===== src/rtl/dmem_pkg.sv =====
// Shared types for the data-memory controller: access sizes, FSM states and
// the alignment helper used when DMEM_MISALIGN_TRAP_EN is defined.
package dmem_pkg;

  typedef enum logic [1:0] {
    SZ_BYTE = 2'b00,
    SZ_HALF = 2'b01,
    SZ_WORD = 2'b10,
    SZ_RSVD = 2'b11
  } size_e;

  typedef enum logic {
    INIT  = 1'b0,
    READY = 1'b1
  } state_e;

  // True when the low address bits do not match the natural alignment of size.
  function automatic logic is_misaligned(input size_e size, input logic [1:0] addr_lo);
    logic bad;
    bad = 1'b0;
    case (size)
      SZ_HALF: bad = addr_lo[0];
      SZ_WORD: bad = (addr_lo != 2'b00);
      default: bad = 1'b0;
    endcase
    return bad;
  endfunction

endpackage


===== src/rtl/dmem_lane_align.sv =====
// Combinational lane logic: extracts and extends the addressed lane for loads,
// and merges right-aligned store data into the old word with byte enables.
// Half accesses pick the lane from addr_lo[1] only; word accesses ignore addr_lo.
module dmem_lane_align
  import dmem_pkg::*;
(
  input  size_e       size,
  input  logic [1:0]  addr_lo,
  input  logic        is_unsigned,
  input  logic [31:0] old_word,
  input  logic [31:0] wdata,
  output logic [31:0] load_data,
  output logic [31:0] new_word,
  output logic [3:0]  byte_en
);

  logic [7:0]  lane8;
  logic [15:0] lane16;
  logic [31:0] wrep;

  // Load extraction/extension and byte-enable generation per access size.
  always_comb begin
    load_data = '0;
    byte_en   = '0;
    lane8     = '0;
    lane16    = '0;
    wrep      = wdata;
    case (size)
      SZ_BYTE: begin
        lane8     = 8'(old_word >> {addr_lo, 3'b000});
        load_data = is_unsigned ? {24'h0, lane8} : {{24{lane8[7]}}, lane8};
        byte_en   = 4'b0001 << addr_lo;
        wrep      = {4{wdata[7:0]}};
      end
      SZ_HALF: begin
        lane16    = 16'(old_word >> {addr_lo[1], 4'b0000});
        load_data = is_unsigned ? {16'h0, lane16} : {{16{lane16[15]}}, lane16};
        byte_en   = addr_lo[1] ? 4'b1100 : 4'b0011;
        wrep      = {2{wdata[15:0]}};
      end
      SZ_WORD: begin
        load_data = old_word;
        byte_en   = 4'b1111;
      end
      default: begin
        load_data = '0;
        byte_en   = '0;
      end
    endcase
  end

  // Byte-wise merge: enabled bytes take store data, the rest keep old contents.
  always_comb begin
    new_word = old_word;
    for (int b = 0; b < 4; b++) begin
      if (byte_en[b]) new_word[b*8 +: 8] = wrep[b*8 +: 8];
    end
  end

endmodule


===== src/rtl/dmem_ctrl.sv =====
// Data-memory controller: DEPTH x 32-bit storage cleared by an INIT sweep after
// reset, then one load/store per cycle with a registered response a cycle later.
// Handshake: a request transfers on a clock edge where req_valid && req_ready;
// req_ready depends only on FSM state, and responses are never backpressured.
// Optional feature macro: DMEM_MISALIGN_TRAP_EN (misaligned accesses fault).
module dmem_ctrl
  import dmem_pkg::*;
#(
  parameter int DEPTH      = 32,
  parameter int ADDR_WIDTH = $clog2(DEPTH) + 2
) (
  input  logic                  clk,
  input  logic                  rst,
  input  logic                  req_valid,
  output logic                  req_ready,
  input  logic                  req_we,
  input  logic [1:0]            req_size,
  input  logic                  req_unsigned,
  input  logic [ADDR_WIDTH-1:0] req_addr,
  input  logic [31:0]           req_wdata,
  output logic                  rsp_valid,
  output logic [31:0]           rsp_rdata,
  output logic                  rsp_err,
  output logic                  init_done
);

  localparam int IW = ADDR_WIDTH - 2;
  localparam int MW = $clog2(DEPTH);

  state_e         state, state_next;
  logic [MW-1:0]  cnt, cnt_next;
  logic [31:0]    mem [DEPTH];

  size_e          size;
  logic [IW-1:0]  word_idx;
  logic [MW-1:0]  mem_idx;
  logic           range_err, size_err, misalign_err, acc_err;
  logic           accept, do_write;
  logic [31:0]    old_word, load_data, new_word;
  logic [3:0]     byte_en;

  assign size      = size_e'(req_size);
  assign word_idx  = req_addr[ADDR_WIDTH-1:2];
  assign mem_idx   = word_idx[MW-1:0];
  assign range_err = ({1'b0, word_idx} >= (IW+1)'(DEPTH));
  assign size_err  = (size == SZ_RSVD);
`ifdef DMEM_MISALIGN_TRAP_EN
  assign misalign_err = is_misaligned(size, req_addr[1:0]);
`else
  assign misalign_err = 1'b0;
`endif
  assign acc_err  = range_err | size_err | misalign_err;
  assign accept   = req_valid & req_ready;
  assign do_write = accept & req_we & ~acc_err & (|byte_en);
  assign old_word = range_err ? '0 : mem[mem_idx];

  dmem_lane_align u_lane (
    .size        (size),
    .addr_lo     (req_addr[1:0]),
    .is_unsigned (req_unsigned),
    .old_word    (old_word),
    .wdata       (req_wdata),
    .load_data   (load_data),
    .new_word    (new_word),
    .byte_en     (byte_en)
  );

  // FSM state and clear counter registers.
  always_ff @(posedge clk) begin
    if (rst) begin
      state <= INIT;
      cnt   <= '0;
    end else begin
      state <= state_next;
      cnt   <= cnt_next;
    end
  end

  // Next-state logic: sweep the clear counter, then sit in READY.
  always_comb begin
    state_next = state;
    cnt_next   = cnt;
    req_ready  = 1'b0;
    init_done  = 1'b0;
    case (state)
      INIT: begin
        cnt_next = cnt + 1'b1;
        if (cnt == MW'(DEPTH - 1)) begin
          state_next = READY;
          cnt_next   = '0;
        end
      end
      READY: begin
        req_ready = 1'b1;
        init_done = 1'b1;
      end
      default: state_next = INIT;
    endcase
  end

  // Storage writes: clear sweep during INIT, lane-merged stores in READY.
  always_ff @(posedge clk) begin
    if (!rst) begin
      if (state == INIT) mem[cnt] <= '0;
      else if (do_write) mem[mem_idx] <= new_word;
    end
  end

  // Response registers: strobe per accepted request, data/err hold otherwise.
  always_ff @(posedge clk) begin
    if (rst) begin
      rsp_valid <= 1'b0;
      rsp_rdata <= '0;
      rsp_err   <= 1'b0;
    end else begin
      rsp_valid <= accept;
      if (accept) begin
        rsp_err   <= acc_err;
        rsp_rdata <= (acc_err | req_we) ? '0 : load_data;
      end
    end
  end

endmodule


===== config.mk =====
export PLATFORM = sky130hd
export DESIGN_NAME = dmem_ctrl
export DESIGN_NICKNAME = d
export VERILOG_FILES = /design/src/rtl/dmem_pkg.sv /design/src/rtl/dmem_lane_align.sv /design/src/rtl/dmem_ctrl.sv
export SDC_FILE = /design/constraint.sdc
export NUM_CORES = 1
export LEC_CHECK = 0
export ABC_AREA = 1
export ABC_CLOCK_PERIOD_IN_PS = 4000
export CORE_MARGIN = 3
export CORE_UTILIZATION = 39
export DETAILED_ROUTE_END_ITERATION = 10
export HOLD_SLACK_MARGIN = 0.02
export PLACE_DENSITY = 0.6
export SLEW_MARGIN = 20
export SYNTH_ARGS = -nofsm -noshare
export SYNTH_HDL_FRONTEND = slang
export SYNTH_SLANG_ARGS = --single-unit

===== constraint.sdc =====
create_clock -name clk -period 4 [get_ports clk]
set_clock_uncertainty 0.2 [all_clocks]
set_input_delay 0.4 -clock clk [delete_from_list [all_inputs] [get_ports clk]]
set_output_delay 0.4 -clock clk [all_outputs]
set_load 0.02 [all_outputs]

# == Word-level counts from Yosys, hierarchy flattened ==
# Memories as Yosys holds them, arrays and structs flattened.
# Index checks and enable logic that the tools add are counted.
# op_classes
add_sub_neg,1
multipliers,0
n_div,0
order_cmp,0
n_eq_ne,4
shifts,3
n_mux,25
bitwise_logic,6
reduce_logical,3
# op_table
cell,count
2-to-1 mux 32 bit,4
one-hot mux 32 bit (3 select lines),1
one-hot mux 32 bit (2 select lines),1
2-to-1 mux 8 bit,4
OR reduction 32 bit,1
right shift 32 x 5 -> 16 bit,1
right shift 32 x 5 -> 8 bit,1
one-hot mux 4 bit (3 select lines),1
2-to-1 mux 1 bit,11
2-to-1 mux 5 bit,2
adder 5 x 1 -> 5 bit (second input constant),1
equality test 5 bit (second input constant),1
bitwise AND 1 bit,4
equality test 2 bit (second input constant),2
2-to-1 mux 4 bit,1
OR reduction 4 bit,1
left shift 1 x 2 -> 4 bit (first input constant),1
equality test 2 x 1 -> 1 bit (second input constant),1
logical NOT 2 bit,1
NOT 1 bit,1
OR 1 bit,1
# word_totals
register_bits,40
latchBits,0
ramBits,1024
mem_bits_ro,0
inputBits,46
out_inout_bits,36
elab_cells,48
mem_count,1
# mem_list
memory,words,width,rd,rd_clocked_by_memory_dff,write_ports,line_no,rtl
mem,32,32,1,0,1,dmem_ctrl.sv:32,logic [31:0] mem [DEPTH];

# == Depth between registers and ports, before layout ==
# Gate-level depths: netlist (run 1).
# logic_depth
ltp_word,11
ltp_mapped,19
depth_no_buf,15

# == Cells and area by module ==
# From an unflattened synthesis (run 1), not the netlist that was laid out.
# hier_totals
hier_cells,4189
hier_area_um2,44966.9
# modules_own_cells
module,instances,cells_each,area_each_um2,seq_area_each_um2
dmem_ctrl,1,3754,42946.2,31550.3
dmem_lane_align,1,435,2020.7,0.0

# == Least setup slack after synthesis (run 1) ==
# OpenSTA, ideal clock, no wires.
# synth_timing
kind,register -> register
startpoint,reg state
endpoint,"mem mem[0][0], enable pin"
setup_time_ps,421
arrival_ps,3162
t_required_ps,3379
slack_ps,217
stages_incl_launch_ff,13
path_buffers,2
synth_period_minus_slack_ps,3783
cell_sequence,dfxtp_1 > buf_4 > nand2_2 > nor2_1 > nand3_1 > clkinv_1 > buf_2 > nand2_1 > o21ai_1 > inv_1 > nor2_1 > nand2_1 > nor2_1
# synth_via
elab_chain_len,11
word_cells_on_any_way,15
classes_between,mux: 10; bitwise: 4; reduce/logical: 1
# synth_rtl
element,line_no,rtl
"start, declared",dmem_ctrl.sv:30,"state_e state, state_next;"
"start signal, assigned",dmem_ctrl.sv:74,state <= state_next;
2-to-1 mux 1 bit,dmem_ctrl.sv:85,case (state)
bitwise AND 1 bit,dmem_ctrl.sv:53,assign accept = req_valid & req_ready;
bitwise AND 1 bit (3 in series),dmem_ctrl.sv:54,assign do_write = accept & req_we & ~acc_err & (|byte_en);
2-to-1 mux 1 bit,dmem_ctrl.sv:105,else if (do_write) mem[mem_idx] <= new_word;
2-to-1 mux 1 bit,dmem_ctrl.sv:104,if (state == INIT) mem[cnt] <= '0;
2-to-1 mux 1 bit,dmem_ctrl.sv:103,if (!rst) begin
2-to-1 mux 1 bit (implied by the code),dmem_ctrl.sv:105,
OR reduction 32 bit (no line),n/a,
2-to-1 mux 5 bit (no line) / 2-to-1 mux 1 bit (equally long branches),n/a,
"end, declared",dmem_ctrl.sv:32,
# Several ways; a longest one is shown, not always the timed one.

# == Final worst setup path (run 1) ==
# layout_timing
startpoint,in rst
endpoint,"mem mem[17][19], enable pin"
# layout_via
elab_chain_len,4
word_cells_on_any_way,7
classes_between,mux: 6; reduce/logical: 1
# layout_rtl
element,line_no,rtl
"start, declared",dmem_ctrl.sv:13,"input logic rst,"
2-to-1 mux 1 bit,dmem_ctrl.sv:103,
2-to-1 mux 1 bit (implied by the code),dmem_ctrl.sv:105,
OR reduction 32 bit (no line),n/a,
2-to-1 mux 5 bit (no line) / 2-to-1 mux 1 bit (equally long branches),n/a,
# Several ways; a longest one is shown, not always the timed one.

==> results.py, run 1 <==
metrics = {
    "synth": {
        "yosysTopAreaCell": "edfxtp_1",
        "synth_nets": 3791,
        "synth_cell_types": 37,
        "syn_area_per_cell_um2": 11.79,
        "synth_top_area_share_pct": 69.65,
        "synthCells": 3743,
        "async_flop_share_pct": 0,
        "yosys-top-cells-count": "1043 x nand2_1, 1024 x edfxtp_1, 618 x nand3_1",
        "synth_area_um2": 44150,
        "synth_enable_flop_cells": 1024,
        "yosys_warnings": 0,
        "synth-seq-cells": 1064,
        "synthTopCellsByArea": "edfxtp_1 70%, nand2_1 8.9%, nand3_1 7.0%",
        "yosysSeqAreaShare_pct": 71.47,
        "synth.most_common_cell": "nand2_1",
        "synth_ff_type": "edfxtp_1",
    },
    "hold_path": {
        "min-delay-start": "rsp_rdata[6]",
        "worstHoldPathCells": 2,
        "hold_end": "rsp_rdata[6]",
        "hp-class": "reg2reg",
    },
    "worst_setup_path": {
        "critPathCaptureType": "register",
        "cp.arrival_ns": 3.23,
        "reg2reg_to": "mem[17][19]",
        "worstPathRequired_ns": 4.13,
        "r2r_start": "state",
        "reg2regPathDepth": 9,
        "cp_max_fo": 18,
        "r2r_setup_slack_ns": 0.96,
        "cp-start-kind": "input port",
        "path_class": "in2reg",
    },
    "route": {
        "final_antenna_net_count": 0,
        "drt_wl_total_mm": 132.2,
        "viasPerCell": 5.528,
        "drc": 0,
        "avgRoutedWirePerCell_um": 24.16,
        "vias": 30236,
        "drtIter0Drc": 3567,
        "dr.pass1.iters": 6,
    },
    "clock_tree": {
        "post-cts-setup-buffers": 0,
        "clk_pin_slew_worst_paths_ns": 0.06,
        "cts_made_buffers": 109,
        "root_buffer": "clkbuf_16",
        "clk_latency_ns": 0.69,
        "cts_tree": "done",
        "cts.sinks": 1064,
        "postCtsResizedCells": 0,
        "htree_levels": 3,
        "ctsLongestPathBuffers": 3,
    },
    "placed_design": {
        "dpl_cell_area_um2": 47940,
        "portBuffers": 81,
        "routabilityCongestion": 0.9703,
        "dp_hpwl_mm": 79.83,
        "pre_cts_slack_ns": 0.4448,
    },
    "sta": {
        "finalCriticalPeriod_ns": 3.105,
        "worst_slack_ns": 0.8950,
        "tns_ns": 0,
        "finalHoldViolations": 0,
        "rsz0062_at_grt": "false",
        "worstMarginPinSlew_ns": 0.8090,
        "drv_slew": 0,
        "setup_violations": 0,
        "hold_slack_ns": 0.2654,
        "min_period_over_period_pct": 77.63,
        "slew_headroom_pct": 45.50,
        "fmax_mhz": 322.1,
    },
    "floorplanning": {
        "dieArea_um2": 117300,
        "fp.dieH_um": 342.5,
        "io_pins": 82,
        "die_x_um": 342.5,
        "core_area_um2": 111400,
        "start_util_pct": 39.62,
        "rows": 122,
    },
    "cells_and_area": {
        "nets": 3940,
        "ff_latch_area_um2": 31550,
        "areaGrowthSynthToFinish_pct": 16.41,
        "stdcell_area_um2": 51390,
        "nFillCells": 10053,
        "drive_gt1_share_pct": 11.20,
        "multi_input_area_um2": 11170,
    },
    "pwr": {
        "p_int_mw": 18.25,
        "pwr_density_cell_nw_per_um2": 458.3,
        "power_switching_mw": 5.303,
        "clock_power_share_pct": 41.9,
        "switching_share_pct": 22.52,
        "pwr-share-seq_pct": 51.5,
        "p_leak_nw": 17.08,
        "p_comb_share_pct": 6.6,
        "irDropWorstVdd_mv": 0.3601,
    },
    "global_route": {
        "antenna_found_initial": 2,
        "gr-usage-met1_pct": 31.21,
        "use_met3_pct": 6.193,
        "grt_overflow": 0,
        "grt_max_degree": 86,
        "grt_pass1_vias": 28541,
        "grt_use_met2_pct": 33.74,
        "track_usage_pct": 22.27,
        "grt_pass1_wl_mm": 193.8,
        "grt.busiest_layer": "met2",
    },
    "run_status": {
        "status": "completed",
    },
    "job": {
        "drv_cap": 0,
    },
}
==> stage by stage <==
step / power [mW] / util (%) / cells
3_5_place_dp: 13.88 / 43.02 / 5268
5_1_grt: 24.27 / 46.12 / 5469
6_report: 23.55 / 46.12 / 5470
2_1_floorplan: 13.30 / - / 3743
4_1_cts: 23.68 / 46.12 / 5469
3_3_place_gp: 13.87 / 43.02 / 5268
==> state kept, by name, indices dropped and copies added, names as in the netlist <==
name       flops
state          1
rsp_valid      1
rsp_err        1
rsp_rdata     32
mem         1024
cnt            5
==> layout make-up <==
type / count / share of cell area, %
Inverter: 54 / 0.4528
Timing Repair Buffer: 283 / 6.113
Sequential cell: 1064 / 61.39
Clock buffer: 135 / 5.580
Antenna cell: 1 / 0.004869
Clock inverter: 65 / 1.103
Tap cell: 1488 / 3.623
Multi-Input combinational cell: 2380 / 21.73
==> worst max-delay path by stage <==
stage                 from           to  slack [ns]
2_1_floorplan        state    mem[0][0]        0.22
3_3_place_gp     req_valid  mem[27][22]        0.49
3_5_place_dp   req_size[1]  mem[30][23]        0.44
4_1_cts                rst  mem[17][25]        0.97
5_1_grt                rst  mem[17][19]        0.73
6_report               rst  mem[17][19]        0.89
==> power by group through the flow <==
stage / registers, mW / clock network [mW] / logic [mW]
floorplan: 12.4 / 0 / 0.936
global placement: 12.4 / 0 / 1.51
detailed placement: 12.4 / 0 / 1.52
CTS: 12.1 / 10.0 / 1.53
global route: 12.1 / 10.5 / 1.68
finish: 12.1 / 9.88 / 1.54
==> logic make-up (layout without fill, tap and decap cells) <==
group                    count (synthesis)  in the layout  synth area share [%]
adder cells (fa/ha/maj)                  2              2               0.05667
AND/OR/NAND/NOR                       1940           1940                 18.37
other                                    0              1                     0
buffers and inverters                  299            537                 4.090
flip-flops                            1064           1064                 71.47
AO/OA/AOI/OAI                          438            438                 6.017
==> cell usage in the layout, fill, tap and decap left out, types with 65 or more instances in the layout <==
cell                n
nand2_1          1043
edfxtp_1         1024
nand3_1           618
nor2_1            228
o21ai_0           196
buf_4             137
clkbuf_16         111
o221ai_1           75
clkdlybuf4s50_1    75
a21oi_1            68
buf_12             65
==> critical path, cell delays in order <==
cell           delay, ns
dlygate4sd3_1       0.52
buf_2               0.17
nor2_1              0.06
buf_4               0.17
nand3_1             0.13
clkinv_1            0.29
o21ai_0             0.53
nand2_1             0.37
nor2_4              0.18
buf_4               0.39
==> routing by layer <==
layer	wire, µm	vias to the layer above
met5	228	-
li1	-	13711
met1	55390	14929
met2	59120	1376
met4	3671	2
met3	13730	218
==> repair_timing <==
action / in CTS / in global routing
hold buffers: 1 / 0
hold endpoints to repair: 1 / 0
endpoints found under the setup margin: 0 / 0
No activity file was read; power rests on OpenSTA's default activity.
==> run 2, diff against run 1 <==
--- a/config.mk
+++ b/config.mk
@@ -6,7 +6,7 @@
 export NUM_CORES = 1
 export LEC_CHECK = 0
 export ABC_AREA = 1
-export ABC_CLOCK_PERIOD_IN_PS = 4000
+export ABC_CLOCK_PERIOD_IN_PS = 3190
 export CORE_MARGIN = 3
 export CORE_UTILIZATION = 39
 export DETAILED_ROUTE_END_ITERATION = 10
==> constraint.sdc (replaced) <==
create_clock -name clk -period 3.19 [get_ports clk]
set_clock_uncertainty 0.2 [all_clocks]
set_input_delay 0.319 -clock clk [delete_from_list [all_inputs] [get_ports clk]]
set_output_delay 0.319 -clock clk [all_outputs]
set_load 0.02 [all_outputs]
==> run 2 against run 1 <==
Effect of this change: die area unchanged; count of clock-buffer cells in the layout up 6; critical path depth is 1 higher; via count rose by 0.74%; register-to-register slack worse by 0.60 ns; sequential cell count unchanged; critical endpoint is now mem[19][2].
==> results.py, run 2 (synthesis results as in run 1) <==
metrics = {
    "cells_and_area": {
        "layout.cells.non_filler": 5556,
        "stdcell_area_um2": 52650,
        "reg_top3": "mem (1024), rsp_rdata (32), cnt (5)",
        "layout_common_cells": "1043 x nand2_1, 1024 x edfxtp_1, 618 x nand3_1",
        "final_util_pct": 47.25,
        "areaGrowthSynthToFinish_pct": 19.27,
        "drive_gt1_share_pct": 13.50,
        "layout_commonest_cell": "nand2_1",
        "antenna_cells": 0,
        "nets": 4026,
        "largest_register_ffs": 1024,
        "largest_register": "mem",
    },
    "worst_setup_path": {
        "path_buf_inv": 5,
        "cp-start-kind": "register",
        "worstPathRequired_ns": 3.38,
        "cp_max_fo": 21,
        "r2r_setup_slack_ns": 0.36,
        "cpPeakStageDelay_ns": 0.32,
        "reg2reg_to": "mem[19][2]",
        "path_class": "reg2reg",
        "reg2regPathDepth": 11,
        "cp_common_cell": "buf_4",
        "crit_slowest_cell": "dfxtp_1",
        "cp-startpoint": "state",
        "r2r_start": "state",
        "crit_family": "buffers and inverters",
        "cp.arrival_ns": 3.02,
        "path_cells": "nand2_2 -> nor2_1 -> buf_4 -> nand3_1 -> clkinv_1 -> buf_4 -> o21ai_0 -> buf_4 -> nand2_1 -> nor2_4 -> buf_12",
        "critPathCaptureType": "register",
    },
    "route": {
        "drc": 0,
        "vias": 30459,
        "drt_wl_total_mm": 131.8,
        "avgRoutedWirePerCell_um": 23.72,
        "drtIter0Drc": 3922,
        "final_antenna_net_count": 0,
        "dr.pass1.iters": 6,
        "viasPerCell": 5.482,
    },
    "global_route": {
        "track_usage_pct": 22.23,
        "grt_max_degree": 70,
        "grt_pass1_wl_mm": 192.7,
        "grt_overflow": 0,
        "antenna_found_initial": 2,
        "grt_pass1_vias": 28450,
    },
    "placed_design": {
        "dp_hpwl_mm": 84.55,
        "portBuffers": 81,
        "dp_cells": 5356,
        "routabilityCongestion": 1.017,
        "dpl_cell_area_um2": 49200,
    },
    "floorplanning": {
        "io_pins": 82,
        "dieArea_um2": 117300,
        "die_x_um": 342.5,
        "start_util_pct": 39.62,
        "core_area_um2": 111400,
        "fp.dieH_um": 342.5,
        "rows": 122,
    },
    "sta": {
        "slew_headroom_pct": 41.88,
        "finalCriticalPeriod_ns": 2.829,
        "finalHoldViolations": 0,
        "tns_ns": 0,
        "fmax_mhz": 353.5,
        "setup_violations": 0,
        "drv_slew": 0,
        "min_period_over_period_pct": 88.67,
        "rsz0062_at_grt": "false",
        "worstMarginPinSlew_ns": 0.8686,
    },
    "pwr": {
        "irDropWorstVdd_mv": 0.4226,
        "finalPower_mw": 29.67,
        "pwr_density_cell_nw_per_um2": 563.4,
        "p_leak_nw": 17.67,
    },
    "clock_tree": {
        "cts.sinks": 1064,
        "clk_latency_ns": 0.70,
        "postCtsResizedCells": 0,
        "root_buffer": "clkbuf_16",
        "post-cts-setup-buffers": 0,
        "cts_made_buffers": 107,
        "cts_tree": "done",
        "ctsLongestPathBuffers": 3,
        "cts_hold_buf": 1,
        "clk_pin_slew_worst_paths_ns": 0.06,
        "htree_levels": 3,
    },
    "run_status": {
        "status": "completed",
    },
    "hold_path": {
        "worstHoldPathCells": 2,
        "hp-class": "reg2reg",
        "min-delay-start": "rsp_rdata[15]",
        "hold_end": "rsp_rdata[15]",
    },
    "job": {
        "drv_cap": 0,
    },
}
[run 2: area by class of cell]
| type | instances | area, µm² |
|---|---|---|
| fillers | 9943 | 58780 |
| clock buffers | 141 | 2855 |
| repair buffers | 371 | 4403 |
| multi-input cells | 2380 | 11160 |
| well taps | 1488 | 1862 |
| clock inverters | 58 | 590.6 |
| flip-flops and latches | 1064 | 31550 |
| inverters | 54 | 232.7 |
[run 2: how the worst max path moves through the flow]
stage	depth (start not counted)	slack, ns	end
2_1_floorplan	10	-0.50	mem[27][0]
3_3_place_gp	12	-0.16	mem[0][22]
3_5_place_dp	12	-0.19	mem[16][1]
4_1_cts	11	0.37	mem[16][1]
5_1_grt	11	0.22	mem[16][0]
6_report	11	0.36	mem[19][2]
[run 2: stage by stage]
stage,setup slack [ns],hold WS [ns]
floorplan,-0.5030,0.2031
global placement,-0.1643,0.2569
detailed placement,-0.1883,0.2604
CTS,0.3732,0.2679
global route,0.2211,0.2878
finish,0.3613,0.2658
[run 2: tightest hold or removal path, cell delays in order, from the launching register on]
cell	delay (ns)
dfxtp_1	0.31
nand2_1	0.06
a21oi_1	0.05
[run 2: where the power goes]
group	switching (mW)	internal (mW)
Sequential	0.0244	15.2
Clock	5.31	7.06
Combinational	1.43	0.659
Total	6.77	22.9
[run 2: metal layers]
metal	GRT usage [%]	wire, µm	vias up
li1	-	-	13881
met1	32.80	57230	14932
met2	32.82	57520	1437
met3	4.746	13080	207
met4	6.983	3926	2
met5	0	13	-
